File: config.mk
export PLATFORM = sky130hd
export DESIGN_NAME = vid_addr_scaler_seq_flat
export DESIGN_NICKNAME = d
export VERILOG_FILES = /design/src/rtl/vid_addr_scaler_seq_if.sv /design/src/rtl/vid_addr_scaler_seq.sv /design/src/flat_wrapper.sv
export SDC_FILE = /design/constraint.sdc
export NUM_CORES = 1
export LEC_CHECK = 0
export BUFFER_PORTS_ARGS = -buffer_cell sky130_fd_sc_hd__buf_4
export CORE_ASPECT_RATIO = 2
export CORE_MARGIN = 5
export CORE_UTILIZATION = 25
export CTS_BUF_LIST = sky130_fd_sc_hd__clkbuf_2 sky130_fd_sc_hd__clkbuf_4 sky130_fd_sc_hd__clkbuf_8
export DETAILED_ROUTE_END_ITERATION = 8
export PLACE_DENSITY_LB_ADDON = 0.25
export SLEW_MARGIN = 20
export SYNTH_ARGS = -nofsm -noshare
export SYNTH_HDL_FRONTEND = slang
export SYNTH_SLANG_ARGS = --single-unit
export TNS_END_PERCENT = 5
File: constraint.sdc
create_clock -name clk -period 3.05 [get_ports clk]
set_clock_uncertainty 0.05 [all_clocks]
set_input_delay 0.61 -clock clk [delete_from_list [all_inputs] [get_ports clk]]
set_output_delay 0.61 -clock clk [all_outputs]
set_load 0.05 [all_outputs]
File: src/rtl/vid_addr_scaler_seq_if.sv
// rtl/vid_addr_scaler_seq_if.sv - DTG coordinate inputs and world-map address outputs
// The DTG side drives the master modport; the scaler consumes the slave modport.
interface vid_addr_scaler_seq_if #(
  parameter int COORD_W    = 12,
  parameter int MAP_W_BITS = 7,
  parameter int MAP_H_BITS = 7
);
  logic                             pix_en;
  logic                             video_on;
  logic [COORD_W-1:0]               pixel_row;
  logic [COORD_W-1:0]               pixel_column;
  logic [MAP_H_BITS+MAP_W_BITS-1:0] vid_addr;
  logic                             addr_valid;
  logic                             sync_err;

  modport master (
    output pix_en, video_on, pixel_row, pixel_column,
    input  vid_addr, addr_valid, sync_err
  );

  modport slave (
    input  pix_en, video_on, pixel_row, pixel_column,
    output vid_addr, addr_valid, sync_err
  );
endinterface

File: src/rtl/vid_addr_scaler_seq.sv
// rtl/vid_addr_scaler_seq.sv - raster coordinate to world-map address scaler with sync tracking
// Map position follows the scan through sub-pixel counters, so no division is needed.
module vid_addr_scaler_seq #(
  parameter int COORD_W    = 12,
  parameter int MAP_W_BITS = 7,
  parameter int MAP_H_BITS = 7,
  parameter int SCALE_X    = 8,
  parameter int SCALE_Y    = 6,
  parameter int X_OFF      = 0,
  parameter int Y_OFF      = 0
) (
  input  logic                  clk,
  input  logic                  reset,
  vid_addr_scaler_seq_if.slave  bus
);
  localparam int CW1 = COORD_W + 1;
  localparam int SXW = (SCALE_X > 1) ? $clog2(SCALE_X) : 1;
  localparam int SYW = (SCALE_Y > 1) ? $clog2(SCALE_Y) : 1;

  // Window bounds carry one extra bit so the end coordinate cannot wrap.
  localparam logic [CW1-1:0] X_LO    = CW1'(X_OFF);
  localparam logic [CW1-1:0] X_HI    = CW1'(X_OFF + SCALE_X * (2 ** MAP_W_BITS) - 1);
  localparam logic [CW1-1:0] Y_LO    = CW1'(Y_OFF);
  localparam logic [CW1-1:0] Y_HI    = CW1'(Y_OFF + SCALE_Y * (2 ** MAP_H_BITS) - 1);
  localparam logic [SXW-1:0] SX_LAST = SXW'(SCALE_X - 1);
  localparam logic [SYW-1:0] SY_LAST = SYW'(SCALE_Y - 1);
  localparam logic [CW1-1:0] C_ONE   = CW1'(1);

  logic [COORD_W-1:0]    prev_col_q, prev_row_q;
  logic [SXW-1:0]        col_sub_q, col_sub_d;
  logic [SYW-1:0]        row_sub_q, row_sub_d;
  logic [MAP_W_BITS-1:0] map_col_q, map_col_d;
  logic [MAP_H_BITS-1:0] map_row_q, map_row_d;
  logic                  col_lock_q, col_lock_d;
  logic                  row_lock_q, row_lock_d;
  logic                  in_win_q, video_on_q, sync_err_q;
  logic [MAP_H_BITS+MAP_W_BITS-1:0] vid_addr_q;
  logic                  addr_valid_q;

  logic [CW1-1:0] col_x, row_x, prev_col_x, prev_row_x;
  logic           col_in, row_in, col_err, row_err, row_eval;

  assign col_x      = {1'b0, bus.pixel_column};
  assign row_x      = {1'b0, bus.pixel_row};
  assign prev_col_x = {1'b0, prev_col_q};
  assign prev_row_x = {1'b0, prev_row_q};
  assign col_in     = (col_x >= X_LO) && (col_x <= X_HI);
  assign row_in     = (row_x >= Y_LO) && (row_x <= Y_HI);
  assign row_eval   = (row_x != prev_row_x) || ((row_x == Y_LO) && !row_lock_q);

  always_comb begin
    col_sub_d  = col_sub_q;
    map_col_d  = map_col_q;
    col_lock_d = col_lock_q;
    col_err    = 1'b0;
    if (col_x == X_LO) begin
      col_sub_d  = '0;
      map_col_d  = '0;
      col_lock_d = 1'b1;
    end else if ((col_x == prev_col_x + C_ONE) && col_lock_q && col_in) begin
      if (col_sub_q == SX_LAST) begin
        col_sub_d = '0;
        map_col_d = map_col_q + MAP_W_BITS'(1);
      end else begin
        col_sub_d = col_sub_q + SXW'(1);
      end
    end else if ((col_x != prev_col_x) && col_in) begin
      col_lock_d = 1'b0;
      col_err    = 1'b1;
    end
  end

  // The row axis only moves on a row change, or to acquire lock on the first window row.
  always_comb begin
    row_sub_d  = row_sub_q;
    map_row_d  = map_row_q;
    row_lock_d = row_lock_q;
    row_err    = 1'b0;
    if (row_eval) begin
      if (row_x == Y_LO) begin
        row_sub_d  = '0;
        map_row_d  = '0;
        row_lock_d = 1'b1;
      end else if ((row_x == prev_row_x + C_ONE) && row_lock_q && row_in) begin
        if (row_sub_q == SY_LAST) begin
          row_sub_d = '0;
          map_row_d = map_row_q + MAP_H_BITS'(1);
        end else begin
          row_sub_d = row_sub_q + SYW'(1);
        end
      end else if ((row_x != prev_row_x) && row_in) begin
        row_lock_d = 1'b0;
        row_err    = 1'b1;
      end
    end
  end

  always_ff @(posedge clk) begin
    if (reset) begin
      prev_col_q   <= '1;
      prev_row_q   <= '1;
      col_sub_q    <= '0;
      row_sub_q    <= '0;
      map_col_q    <= '0;
      map_row_q    <= '0;
      col_lock_q   <= 1'b0;
      row_lock_q   <= 1'b0;
      in_win_q     <= 1'b0;
      video_on_q   <= 1'b0;
      sync_err_q   <= 1'b0;
      vid_addr_q   <= '0;
      addr_valid_q <= 1'b0;
    end else begin
      if (bus.pix_en) begin
        prev_col_q <= bus.pixel_column;
        prev_row_q <= bus.pixel_row;
        col_sub_q  <= col_sub_d;
        row_sub_q  <= row_sub_d;
        map_col_q  <= map_col_d;
        map_row_q  <= map_row_d;
        col_lock_q <= col_lock_d;
        row_lock_q <= row_lock_d;
        in_win_q   <= col_in & row_in;
        video_on_q <= bus.video_on;
        sync_err_q <= sync_err_q | col_err | row_err;
      end
      vid_addr_q   <= {map_row_q, map_col_q};
      addr_valid_q <= video_on_q & in_win_q & col_lock_q & row_lock_q;
    end
  end

  assign bus.vid_addr   = vid_addr_q;
  assign bus.addr_valid = addr_valid_q;
  assign bus.sync_err   = sync_err_q;
endmodule

File: src/flat_wrapper.sv
// flat-port wrapper written by rule: the top's interface ports become plain ports
module vid_addr_scaler_seq_flat 
#(
  parameter int COORD_W    = 12,
  parameter int MAP_W_BITS = 7,
  parameter int MAP_H_BITS = 7,
  parameter int SCALE_X    = 8,
  parameter int SCALE_Y    = 6,
  parameter int X_OFF      = 0,
  parameter int Y_OFF      = 0
)
  (clk, reset, bus_pix_en, bus_video_on, bus_pixel_row, bus_pixel_column, bus_vid_addr, bus_addr_valid, bus_sync_err);
  vid_addr_scaler_seq_if #(.COORD_W(COORD_W), .MAP_W_BITS(MAP_W_BITS), .MAP_H_BITS(MAP_H_BITS)) bus_i ();
  input  logic clk;
  input  logic reset;
  input wire logic [$bits(bus_i.pix_en)-1:0] bus_pix_en;
  input wire logic [$bits(bus_i.video_on)-1:0] bus_video_on;
  input wire logic [$bits(bus_i.pixel_row)-1:0] bus_pixel_row;
  input wire logic [$bits(bus_i.pixel_column)-1:0] bus_pixel_column;
  output wire logic [$bits(bus_i.vid_addr)-1:0] bus_vid_addr;
  output wire logic [$bits(bus_i.addr_valid)-1:0] bus_addr_valid;
  output wire logic [$bits(bus_i.sync_err)-1:0] bus_sync_err;
  assign bus_i.pix_en = bus_pix_en;
  assign bus_i.video_on = bus_video_on;
  assign bus_i.pixel_row = bus_pixel_row;
  assign bus_i.pixel_column = bus_pixel_column;
  assign bus_vid_addr = bus_i.vid_addr;
  assign bus_addr_valid = bus_i.addr_valid;
  assign bus_sync_err = bus_i.sync_err;
  vid_addr_scaler_seq #(.COORD_W(COORD_W), .MAP_W_BITS(MAP_W_BITS), .MAP_H_BITS(MAP_H_BITS), .SCALE_X(SCALE_X), .SCALE_Y(SCALE_Y), .X_OFF(X_OFF), .Y_OFF(Y_OFF)) u_core (.clk(clk), .reset(reset), .bus(bus_i));
endmodule
# == Yosys cells after proc, flatten, opt, wreduce, memory -nomap -nowiden ==
# Cells that the tools add are included.
# totals
register_bits,64
latch_bits,0
mem_bits_rw,0
mem_bits_ro,0
inputBits,28
out_inout_bits,16
wordCells,87
memories,0
# op_classes
n_addsub,6
multipliers,0
div_mod_pow,0
order_cmp,4
n_eq_ne,8
n_shift,0
mux,25
bitwise_logic,6
n_reduce_logical,25
# op_table
operator,count
7-bit 2-to-1 mux,6
12-bit by 1-bit adder with 13-bit output (second input constant),2
12-bit by 13-bit == test with 1-bit output,2
13-bit zero test,2
12-bit by 1-bit greater-or-equal comparator with 1-bit output (second input constant),2
12-bit by 10-bit <= comparator with 1-bit output (second input constant),2
12-bit inequality test,2
3-bit 2-to-1 mux,6
7-bit by 1-bit adder with 7-bit output (second input constant),2
1-bit 2-to-1 mux,13
2-bit nonzero test,6
1-bit logical AND,9
3-bit AND reduction,3
4-bit AND reduction,2
3-bit by 1-bit adder with 3-bit output (second input constant),2
3-bit == test (second input constant),2
1-bit bitwise AND,4
2-bit by 1-bit inequality test with 1-bit output (second input constant),2
1-bit bitwise OR,2
2-bit AND reduction,1
1-bit zero test,1
1-bit logical OR,1

# == Longest topological paths before layout ==
# Gate-level depths: netlist of run 1.
# logic_depth
depth_word,8
mapped_depth,9
depth_no_buf,8

# == Worst setup path before layout of run 1 ==
# No wires, ideal clock.
# synth_timing
kind,input-to-reg
start,input port bus_pixel_column[10]
end,register u_core.map_col_q[2]
setup_time_ns,0.134
arrival_ns,2.584
required_ns,2.866
setup_slack_ns,0.282
cell_stages,7
n_path_buf,0
path_cell_list,or3b_1 -> a31oi_1 -> o32ai_1 -> or3_4 -> nor4_4 -> a2111oi_1 -> or4_1
# synth_between
elab_chain_cells,5
elab_cells_between_ends,11
classes_between,2 x order compare; 1 x eq/ne; 1 x mux; 7 x reduce/logical
# synth_rtl
element,line_no,rtl
from (decl),flat_wrapper.sv:19,input wire logic [$bits(bus_i.pixel_column)-1:0] bus_pixel_column;
"12-bit by 1-bit greater-or-equal comparator with 1-bit output, or another cell as far along",vid_addr_scaler_seq.sv:47,assign col_in = (col_x >= X_LO) && (col_x <= X_HI);
"1-bit logical AND, on equally long branches","vid_addr_scaler_seq.sv:47, vid_addr_scaler_seq.sv:60",
1-bit logical AND,vid_addr_scaler_seq.sv:60,end else if ((col_x == prev_col_x + C_ONE) && col_lock_q && col_in) begin
2-bit nonzero test (no source line),n/a,
3-bit AND reduction (no source line),n/a,
to (signal assigned),vid_addr_scaler_seq.sv:119,map_col_q <= map_col_d;
to (decl),vid_addr_scaler_seq.sv:32,"logic [MAP_W_BITS-1:0] map_col_q, map_col_d;"
# Several ways; a longest one is shown, not always the timed one.
# A chain may end at the register's enable or synchronous reset.

# == Worst setup path in the final report of run 1 ==
# layout_timing
start,register u_core.prev_row_q[0]
end,register u_core.map_row_q[6]
# layout_between
elab_chain_cells,6
elab_cells_between_ends,8
classes_between,1 x add/sub; 2 x eq/ne; 5 x reduce/logical
# layout_rtl
element,line_no,rtl
from (decl),vid_addr_scaler_seq.sv:29,"logic [COORD_W-1:0] prev_col_q, prev_row_q;"
from (signal assigned),vid_addr_scaler_seq.sv:116,prev_row_q <= bus.pixel_row;
12-bit by 1-bit adder with 13-bit output,vid_addr_scaler_seq.sv:84,end else if ((row_x == prev_row_x + C_ONE) && row_lock_q && row_in) begin
12-bit by 13-bit == test with 1-bit output,vid_addr_scaler_seq.sv:84,
1-bit logical AND (2 in a row),vid_addr_scaler_seq.sv:84,
2-bit nonzero test (no source line),n/a,
4-bit AND reduction (no source line) *,n/a,
to (signal assigned),vid_addr_scaler_seq.sv:120,map_row_q <= map_row_d;
to (decl),vid_addr_scaler_seq.sv:33,"logic [MAP_H_BITS-1:0] map_row_q, map_row_d;"
# Every way passes the cells marked *; elsewhere a longest branch is shown, timed or not.

==> summary.txt, run 1 <==
Setup path
  – Setup crit end kind: flop
  – Crit path max-delay cell type: nor4_2
  – Crit-path max FO: 11
  – Critical path class: reg -> reg
  – CP Cell Sequence: ha_1, nand3_1, xnor2_1, a22o_1, nor4_2, a41oi_4, nor4_1, mux2_1
  – CP delay by family, top: simple AND/OR/NAND/NOR gates
  – Critical path startpoint category: flop
  – WP data required: 3240 ps
  – Crit path buf inv count: 0
  – Crit path largest cell delay: around 450 ps
  – CP Data Arrival Time: 3030 ps

Detailed routing
  – Iteration-0 DRC count of the detailed router: 150
  – WL/cell: between 15 and 20 µm
  – Vias: 3463
  – Residual DRC: 0
  – Final WL: 10.41 mm
  – DR vias/cell: 5.033
  – Antenna viol nets, final: 0
  – First-pass detailed-route iteration total: 4

Clock tree
  – Clk_lat worst skew: 360 ps
  – Root buf cell: clkbuf_8
  – CTS tree: done
  – Hold-fix buffers, CTS: 0
  – Longest Clk Path Bufs: 2
  – Max H-tree Level: 3
  – Num Clock Sinks: 64
  – TritonCTS Buffers: 9
  – Clock transition at path regs: ~70 ps

Cells and area
  – Most frequent cells in the layout: dfxtp_1, buf_4, nand2_1
  – Synth-to-Final Area Change: 19.61%
  – Fraction of final layout cells sized beyond drive strength 1: 0.1898
  – FILL cells: ~1700
  – Most common cell after layout, fill and taps aside: dfxtp_1
  – Fin nets: 520
  – ANT cells: 0
  – Util after Layout: 0.3009
  – Layout Cells excl Fill: 688

Logic synthesis
  – Mean post-synth cell area: 8.601 µm²
  – Synth area leaders: dfxtp_1, mux2i_1, nand2_1
  – Area leader, netlist: dfxtp_1
  – Number of synthesized register bits: 64
  – FFs w/ async S/R, synth: 0
  – Post-synthesis sequential area ratio: 0.3347
  – Mapped Area: roughly 0.0038 mm²
  – Synth Net Count: 479
  – Ys Warns: 0
  – Library cells used by synthesis: 70
  – Cells after synthesis: 445
  – Top_reg_cell synth: dfxtp_1
  – Top cell type's share of synthesized area: 0.3347
  – Post-synth EDFFs: 0

Global route
  – First-pass GRT wire length: between 15 and 20 mm
  – Met3 usage: 0.02450
  – Vias in the first global route: 3451
  – Grt total ovfl: 0
  – Initial antenna violation count: 0
  – Grt met1 use: 0.1205
  – Met2 usage: 0.2147
  – Largest net degree at the start of global routing: 34
  – Overall routing resource usage: 0.1169
  – Gr busiest metal: met2

Die
  – Top-Level Pins: 44
  – Core ar.: 0.01521 mm²
  – Initial core utilization: 0.2516
  – Die height: approximately 180 µm
  – Core Rows: 64
  – Die ar.: roughly 0.018 mm²
  – Die W: 97.49 µm

Timing
  – Min Clock Period, post-route: 2848 ps
  – Max frequency: 351.2 MHz
  – Final worst path period share: 0.9337
  – Final Hold Viols: 0
  – Max Slew Vio Count: 0
  – RSZ-0062 raised after global routing: false
  – Worst-Margin Slew: between 600 and 700 ps
  – Final setup fails: 0
  – Worst rel slew slack: 0.5787
  – Fin Setup TNS: 0 ps

Placement
  – Placed Cells: 673
  – Port bufs: 43
  – Hpwl dp: a little under 8 mm
  – Gpl congestion: ~0.88

Power and ir drop
  – Clock power frac: 0.372
  – Switching Fraction: 0.2946
  – Internal: 1.416 mW
  – Comb pwr share: 0.181
  – VDD IR-drop max: roughly 190 µV
  – Leakage power: 1.785 nW
  – Switching power: around 0.6 mW
  – Pwr/cell area: 438.5 mW/mm²
  – Total power draw: 2.008 mW
  – Sequential power share: 0.448

Flow run
  – Max-cap violations: 0

Status
  – Status: completed

Min path
  – Worst min path class: reg -> reg
[synth_stat cells (6+ instances only)]
| cell type | count |
|---|---|
| nand2b_1 | 11 |
| xnor2_1 | 10 |
| nor3_1 | 8 |
| clkbuf_1 | 15 |
| and3_1 | 6 |
| or4_1 | 8 |
| o21ai_0 | 7 |
| o31ai_1 | 7 |
| nor4_1 | 13 |
| xor2_1 | 18 |
| nand4_1 | 14 |
| dfxtp_1 | 64 |
| nor2b_1 | 12 |
| a31oi_1 | 7 |
| a21oi_1 | 22 |
| nor2_1 | 24 |
| ha_1 | 6 |
| mux2i_1 | 27 |
| inv_1 | 12 |
| nand2_1 | 49 |
| and4_1 | 7 |
| nand3_1 | 16 |
[kinds of logic after synthesis]
| kind of cell | after synthesis | synth area share |
|---|---|---|
| xor gates and xnor gates | 31 | 0.07845 |
| DFF | 64 | 0.3348 |
| AOI/OAI and AO/OA | 77 | 0.1455 |
| muxes | 30 | 0.07944 |
| buffers and inverters | 39 | 0.04478 |
| and+or+nand+nor | 198 | 0.2975 |
| adders and majority gates | 6 | 0.01961 |
[timing repair]
item                                    CTS  global route
hold endpoints to repair                  0             0
buffers inserted                          0             0
gates resized for setup                   0             1
endpoints found under the setup margin    0             4
[power by group through the flow]
stage | Combinational, mW | Clock (mW) | Sequential, mW
2_1_floorplan | 0.254 | 0 | 0.908
3_3_place_gp | 0.359 | 0 | 0.916
3_5_place_dp | 0.364 | 0 | 0.917
4_1_cts | 0.366 | 0.780 | 0.898
5_1_grt | 0.399 | 0.811 | 0.903
6_report | 0.363 | 0.746 | 0.899
[flip-flops by register name, summed over array words and instances (netlist names), 3 cells and up]
register / count
u_core.map_row_q: 7
u_core.bus.vid_addr: 14
u_core.map_col_q: 7
u_core.col_sub_q: 3
u_core.prev_col_q: 12
u_core.prev_row_q: 12
u_core.row_sub_q: 3
[worst reg2reg max path, stage by stage, from the launching register on]
cell and delay, ps:
dfxtp_1 400, ha_1 220, nand3_1 190, xnor2_1 190, a22o_1 240, nor4_2 450, a41oi_4 270, nor4_1 350
mux2_1 360
[metal layers]
metal | part of all wire | routed length (µm)
met3 | 0.026 | 271
met2 | 0.54 | 5569
met5 | 0 | 0
met4 | 0.040 | 412
met1 | 0.40 | 4154
[area by class of cell]
| class | instances | area, µm² | area share |
|---|---|---|---|
| clock buffer | 11 | 145.1 | 0.03170 |
| clock inverter | 4 | 45.04 | 0.009839 |
| inverter | 12 | 45.04 | 0.009839 |
| multi-input combinational | 342 | 2386 | 0.5212 |
| sequential | 64 | 1281 | 0.2799 |
| tap | 198 | 247.7 | 0.05411 |
| timing repair buffer | 57 | 427.9 | 0.09347 |
[path summary, 6_finish.rpt]
path	start	to	slack (ps)	depth (start not counted)
hold reg to reg	u_core.map_row_q[6]$_SDFFE_PP0P_	u_core.bus.vid_addr[13]$_SDFF_PP0_	400	2
setup / recovery	u_core.prev_row_q[0]$_SDFFE_PP1P_	u_core.map_row_q[6]$_SDFFE_PP0P_	200	8
setup reg to reg	u_core.prev_row_q[0]$_SDFFE_PP1P_	u_core.map_row_q[6]$_SDFFE_PP0P_	200	8
hold / removal	u_core.map_row_q[6]$_SDFFE_PP0P_	u_core.bus.vid_addr[13]$_SDFF_PP0_	400	2
[stage by stage]
| step | hold WS [ps] | worst slack (ps) | instance area (µm²) |
|---|---|---|---|
| detailed placement | 398.8 | 14.01 | 4377 |
| global placement | 399.8 | 20.28 | 4377 |
| global route | 428.4 | 20.30 | 4578 |
| floorplan | 381.2 | 282.0 | 3827 |
| finish | 395.5 | 202.3 | 4578 |
| CTS | 393.5 | 171.1 | 4567 |
Power figures use the tool's default switching activity.
==> run 2: changes to the inputs <==
Clock period 3.05 ns to 2.8 ns, I/O delays scaled along.
==> run 2 against run 1 <==
Effect of this change:
- routed wire length grew 1.1%
- critical path type unchanged
- power grew 9.8%
- die area is the same
- final cell count grew 2.9%
- largest power group unchanged
==> summary.txt, run 2 (same netlist as run 1, synthesis figures left out) <==
Status
  – Status: completed

Die
  – Core Rows: 64 (unchanged)
  – Die W: 97.49 µm (unchanged)
  – Die height: 185.0 µm (unchanged)
  – Core ar.: 0.01521 mm² (unchanged)
  – Initial core utilization: 0.2516 (unchanged)
  – Top-Level Pins: 44 (unchanged)
  – Die ar.: 0.01803 mm² (unchanged)

Detailed routing
  – DR vias/cell: 4.977 (-1.1%)
  – Antenna viol nets, final: 0 (unchanged)
  – First-pass detailed-route iteration total: 4 (unchanged)
  – Final WL: 10.52 mm (+1.1%)
  – WL/cell: 14.86 µm (-1.7%)
  – Iteration-0 DRC count of the detailed router: 110 (-27%)
  – Residual DRC: 0 (unchanged)
  – Vias: 3524 (+1.8%)

Power and ir drop
  – Leakage power: 1.868 nW (+4.6%)
  – VDD IR-drop max: 235.4 µV (+22%)
  – Total power draw: 2.204 mW (+9.8%)
  – Pwr/cell area: 461.8 mW/mm² (+5.3%)

Setup path
  – Critical path class: reg -> reg
  – FF-to-FF Start: u_core.prev_col_q[1]$_SDFFE_PP1P_
  – Critical path startpoint category: flop
  – R2R Setup Slk: 150 ps (-50 ps)
  – Worst r2r dst: u_core.map_col_q[2]$_SDFFE_PP0P_
  – Crit-path max FO: 6 (-5)
  – Setup crit end kind: flop
  – WP data required: 2970 ps (-270 ps)
  – Path depth of the worst reg2reg path: 8 (unchanged)
  – CP Data Arrival Time: 2820 ps (-210 ps)
  – Worst setup startpoint: u_core.prev_col_q[1]$_SDFFE_PP1P_
  – Critical Path Sink: u_core.map_col_q[2]$_SDFFE_PP0P_

Clock tree
  – Max H-tree Level: 3 (unchanged)
  – CTS tree: done
  – Root buf cell: clkbuf_8
  – Clock transition at path regs: 80 ps (about the same)
  – TritonCTS Buffers: 9 (unchanged)
  – Hold-fix buffers, CTS: 0 (unchanged)
  – Clk_lat worst skew: 350 ps (about the same)
  – Longest Clk Path Bufs: 2 (unchanged)
  – Num Clock Sinks: 64 (unchanged)

Placement
  – Port bufs: 43 (unchanged)
  – Hpwl dp: 8.001 mm (+1.4%)
  – Gpl congestion: 0.8483 (-3.4%)

Timing
  – Final setup fails: 0 (unchanged)
  – Worst rel slew slack: 0.6087 (+0.02997)
  – Max Slew Vio Count: 0 (unchanged)
  – Hold slack: 407.1 ps (+11.53 ps)
  – Worst-Margin Slew: 583.4 ps (-41.86 ps)
  – Final Hold Viols: 0 (unchanged)
  – Final worst path period share: 0.9467 (+0.01300)
  – RSZ-0062 raised after global routing: false
  – Max frequency: 377.3 MHz (+7.4%)
  – Min Clock Period, post-route: 2651 ps (-197.0 ps)

Global route
  – Largest net degree at the start of global routing: 34 (unchanged)
  – First-pass GRT wire length: 16.98 mm (+0.32%)
  – Overall routing resource usage: 0.1160 (-0.0008776)
  – Vias in the first global route: 3535 (+2.4%)
  – Initial antenna violation count: 0 (unchanged)
  – Grt total ovfl: 0 (unchanged)

Cells and area
  – Max FFs per register: 14 (unchanged)
  – Fin nets: 539 (+3.7%)
  – Util after Layout: 0.3137 (+0.01275)
  – Synth-to-Final Area Change: 24.68%
  – ANT cells: 0 (unchanged)
  – Most common cell after layout, fill and taps aside: buf_4
  – Most frequent cells in the layout: buf_4, dfxtp_1, nand2_1
  – Fraction of final layout cells sized beyond drive strength 1: 0.2451 (+0.05530)

Min path
  – Hold_sp: bus_pixel_column[4]
  – Worst min path class: in -> reg

Flow run
  – Max-cap violations: 0 (unchanged)
[run 2: cell count changes in the layout (fill, tap and decap cells not counted), sizes merged]
cell | previous run | this run
buf | 57 | 76
clkinvlp | 0 | 2
clkbuf | 11 | 10
[run 2: repair_timing]
item / CTS / global route
resized for setup: 0 / 15
buffers inserted: 0 / 1
setup endpoints to repair: 0 / 13
[run 2: worst min-delay path by stage]
| stage | endpoint | slack [ps] | cells past startpoint |
|---|---|---|---|
| after floorplan | u_core.bus.vid_addr[13]$_SDFF_PP0_ | 380 | 2 |
| after global placement | u_core.bus.vid_addr[13]$_SDFF_PP0_ | 400 | 2 |
| after detailed placement | u_core.bus.vid_addr[13]$_SDFF_PP0_ | 400 | 2 |
| after CTS | u_core.prev_col_q[4]$_SDFFE_PP1P_ | 390 | 3 |
| after global routing | u_core.prev_col_q[4]$_SDFFE_PP1P_ | 400 | 3 |
| final | u_core.prev_col_q[4]$_SDFFE_PP1P_ | 410 | 3 |
[run 2: area by class of cell]
class                      count  area [µm²]
timing repair buffer          76       570.5
multi-input combinational    342        2426
fill                        1664       10440
tap                          198       247.7
clock inverter                 6       60.06
clock buffer                  10       131.4
inverter                      12       45.04
sequential                    64        1291
[run 2: stage by stage]
stage / setup TNS [ps] / setup WS [ps] / instances / instance area [µm²]
6_report: 0 / 149.4 / 708 / 4772
5_1_grt: 0 / 19.36 / 708 / 4772
2_1_floorplan: 0 / 81.97 / 445 / 3827
4_1_cts: 0 / 55.44 / 707 / 4703
3_3_place_gp: -12.00 / -12.00 / 691 / 4512
3_5_place_dp: -90.35 / -36.28 / 691 / 4512
[run 2: critical path, stage by stage (launching register included)]
cell       delay, ps
dfxtp_2          390
ha_1             220
and4_2           310
and3_1           170
o32ai_1          100
or3_4            350
nor4_4           300
a2111oi_1        120
or4_1            520
[run 2: power by group]
group | switching, mW | internal [mW] | total [mW] | leakage [nW]
Clock | 0.385 | 0.416 | 0.802 | 0.0955
Sequential | 0.0401 | 0.939 | 0.979 | 0.521
Combinational | 0.238 | 0.185 | 0.423 | 1.25
[run 2: per-layer routing]
metal  vias to the layer above  share of wire  track usage
li1                       1756              -            -
met1                      1680           0.38       0.1135
met2                        60           0.55       0.2233
met3                        28          0.029      0.02149
met4                         0          0.043      0.06822
met5                         -              0            0
==> run 3: changes to the inputs <==
Clock period 2.8 ns to 3.1 ns, I/O delays scaled along.
==> run 3 against run 2 <==
Effect of this change:
- largest power group is now clock
- clock power increased by 26%
- fmax is 9.9% lower
- via count down 0.99%
- non-clock buffer count down 21
- design area shrank 2.9%
- power is 2.0% higher
- critical path depth did not move
- worst hold slack better by 2.6 ps
==> summary.txt, run 3 (same netlist as run 1, synthesis figures left out) <==
Global route
  – Overall routing resource usage: 0.1182 (+0.002224)
  – Vias in the first global route: 3526 (-0.25%)
  – Initial antenna violation count: 0 (unchanged)
  – First-pass GRT wire length: 17.19 mm (+1.2%)
  – Largest net degree at the start of global routing: 34 (unchanged)
  – Grt total ovfl: 0 (unchanged)

Power and ir drop
  – Switching power: 0.6027 mW (-9.2%)
  – Switching Fraction: 0.2681 (-0.03302)
  – Internal: 1.645 mW (+6.8%)
  – Sequential power share: 0.393 (-0.051)
  – VDD IR-drop max: 192.5 µV (-18%)
  – Comb pwr share: 0.158 (-0.034)
  – Leakage power: 1.805 nW (-3.4%)
  – Clock power frac: 0.448 (+0.084)
  – Pwr/cell area: 485.1 mW/mm² (+5.0%)

Placement
  – Gpl congestion: 0.8659 (+2.1%)
  – Hpwl dp: 7.847 mm (-1.9%)
  – Port bufs: 43 (unchanged)

Timing
  – Worst-Margin Slew: 676.2 ps (+92.76 ps)
  – Fin Setup TNS: 0 ps (unchanged)
  – Max frequency: 339.8 MHz (-9.9%)
  – Max Slew Vio Count: 0 (unchanged)
  – RSZ-0062 raised after global routing: false
  – Worst rel slew slack: 0.5445 (-0.06426)
  – Final worst path period share: 0.9494 (+0.002741)
  – Min Clock Period, post-route: 2943 ps (+292.5 ps)
  – Final setup fails: 0 (unchanged)
  – Final Hold Viols: 0 (unchanged)

Cells and area
  – FILL cells: 1641 (-1.4%)
  – Fin nets: 518 (-3.9%)
  – ANT cells: 0 (unchanged)
  – Most frequent cells in the layout: dfxtp_1, buf_4, nand2_1
  – Most common cell after layout, fill and taps aside: dfxtp_1
  – Fraction of final layout cells sized beyond drive strength 1: 0.1881 (-0.05696)
  – Util after Layout: 0.3046 (-0.009046)
  – Synth-to-Final Area Change: 21.09%
  – Max FFs per register: 14 (unchanged)

Min path
  – Hold_sp: u_core.map_row_q[6]$_SDFFE_PP0P_
  – Worst min path class: reg -> reg

Setup path
  – CP Data Arrival Time: 3150 ps (+330 ps)
  – Critical path startpoint category: flop
  – CP Cell Sequence: ha_1, nand3_1, nor4_1, a311oi_1, nor4_2, a41oi_2, nor4_1, mux2_1
  – Worst setup startpoint: u_core.prev_row_q[0]$_SDFFE_PP1P_
  – FF-to-FF Start: u_core.prev_row_q[0]$_SDFFE_PP1P_
  – Crit path max-delay cell type: dfxtp_1
  – WP data required: 3310 ps (+340 ps)
  – Crit path largest cell delay: 460 ps (-60 ps)
  – Most used cell, CP: nor4_1
  – Crit-path max FO: 11 (+5)
  – Setup crit end kind: flop
  – Critical path class: reg -> reg

Die
  – Die W: 97.49 µm (unchanged)
  – Die height: 185.0 µm (unchanged)
  – Initial core utilization: 0.2516 (unchanged)
  – Die ar.: 0.01803 mm² (unchanged)
  – Core Rows: 64 (unchanged)
  – Top-Level Pins: 44 (unchanged)
  – Core ar.: 0.01521 mm² (unchanged)

Clock tree
  – Num Clock Sinks: 64 (unchanged)
  – CTS tree: done
  – Hold-fix buffers, CTS: 0 (unchanged)
  – Root buf cell: clkbuf_8
  – Longest Clk Path Bufs: 2 (unchanged)
  – Postcts setup bufs: 0 (unchanged)
  – Clock transition at path regs: 80 ps (about the same)
  – TritonCTS Buffers: 9 (unchanged)
  – Max H-tree Level: 3 (unchanged)
  – Resize count post-CTS: 0 (unchanged)
  – Clk_lat worst skew: 360 ps (about the same)

Detailed routing
  – First-pass detailed-route iteration total: 4 (unchanged)
  – WL/cell: 15.09 µm (+1.5%)
  – Residual DRC: 0 (unchanged)
  – Antenna viol nets, final: 0 (unchanged)
  – DR vias/cell: 5.079 (+2.0%)
  – Iteration-0 DRC count of the detailed router: 126 (+15%)
  – Vias: 3489 (-0.99%)
  – Final WL: 10.37 mm (-1.5%)

Status
  – Status: completed

Flow run
  – Max-cap violations: 0 (unchanged)
-- run 3: per-layer routing --
metal,wire length [µm],global-route usage,share of wire,vias up
met1,4126,0.1231,0.40,1648
li1,-,-,-,1720
met3,334,0.01922,0.032,31
met5,0,0,0,-
met4,443,0.07765,0.043,0
met2,5464,0.2167,0.53,90
-- run 3: cell type report --
class	count	area, µm²	area share
clock inverter	5	127.6	0.02754
clock buffer	11	145.1	0.03132
tap	198	247.7	0.05346
multi-input combinational	342	2375	0.5124
inverter	12	45.04	0.009719
timing repair buffer	55	412.9	0.08909
sequential	64	1281	0.2765
-- run 3: power groups by stage --
stage	Combinational, mW	Sequential [mW]	Clock (mW)
2_1_floorplan	0.249	0.893	0
3_3_place_gp	0.353	0.902	0
3_5_place_dp	0.358	0.903	0
4_1_cts	0.359	0.884	1.04
5_1_grt	0.397	0.890	1.07
6_report	0.356	0.884	1.01
-- run 3: path summary, 6_finish.rpt --
| path | end | slack, ps | cells after the start |
|---|---|---|---|
| worst max-delay path | u_core.map_row_q[6]$_SDFFE_PP0P_ | 160 | 8 |
| worst min-delay path | u_core.bus.vid_addr[13]$_SDFF_PP0_ | 410 | 2 |
| worst max register to register | u_core.map_row_q[6]$_SDFFE_PP0P_ | 160 | 8 |
| worst min register to register | u_core.bus.vid_addr[13]$_SDFF_PP0_ | 410 | 2 |
-- run 3: metrics by stage --
step / cells / cell area (µm²) / total power [mW] / hold slack, ps / worst slack (ps)
global route: 687 / 4634 / 2.353 / 435.9 / 34.16
finish: 687 / 4634 / 2.248 / 409.7 / 156.9
floorplan: 445 / 3827 / 1.143 / 381.2 / 322.0
global placement: 671 / 4362 / 1.255 / 397.8 / 131.9
CTS: 687 / 4634 / 2.283 / 413.9 / 194.9
detailed placement: 671 / 4362 / 1.260 / 400.9 / 92.86
-- run 3: worst max-delay path: cells and delay by family, from the launching register on --
kind / cells / cell delay (ps)
fa+ha+maj: 1 / 250
mux: 1 / 350
compound gates: 2 / 440
simple gates: 4 / 1290
flops: 1 / 460
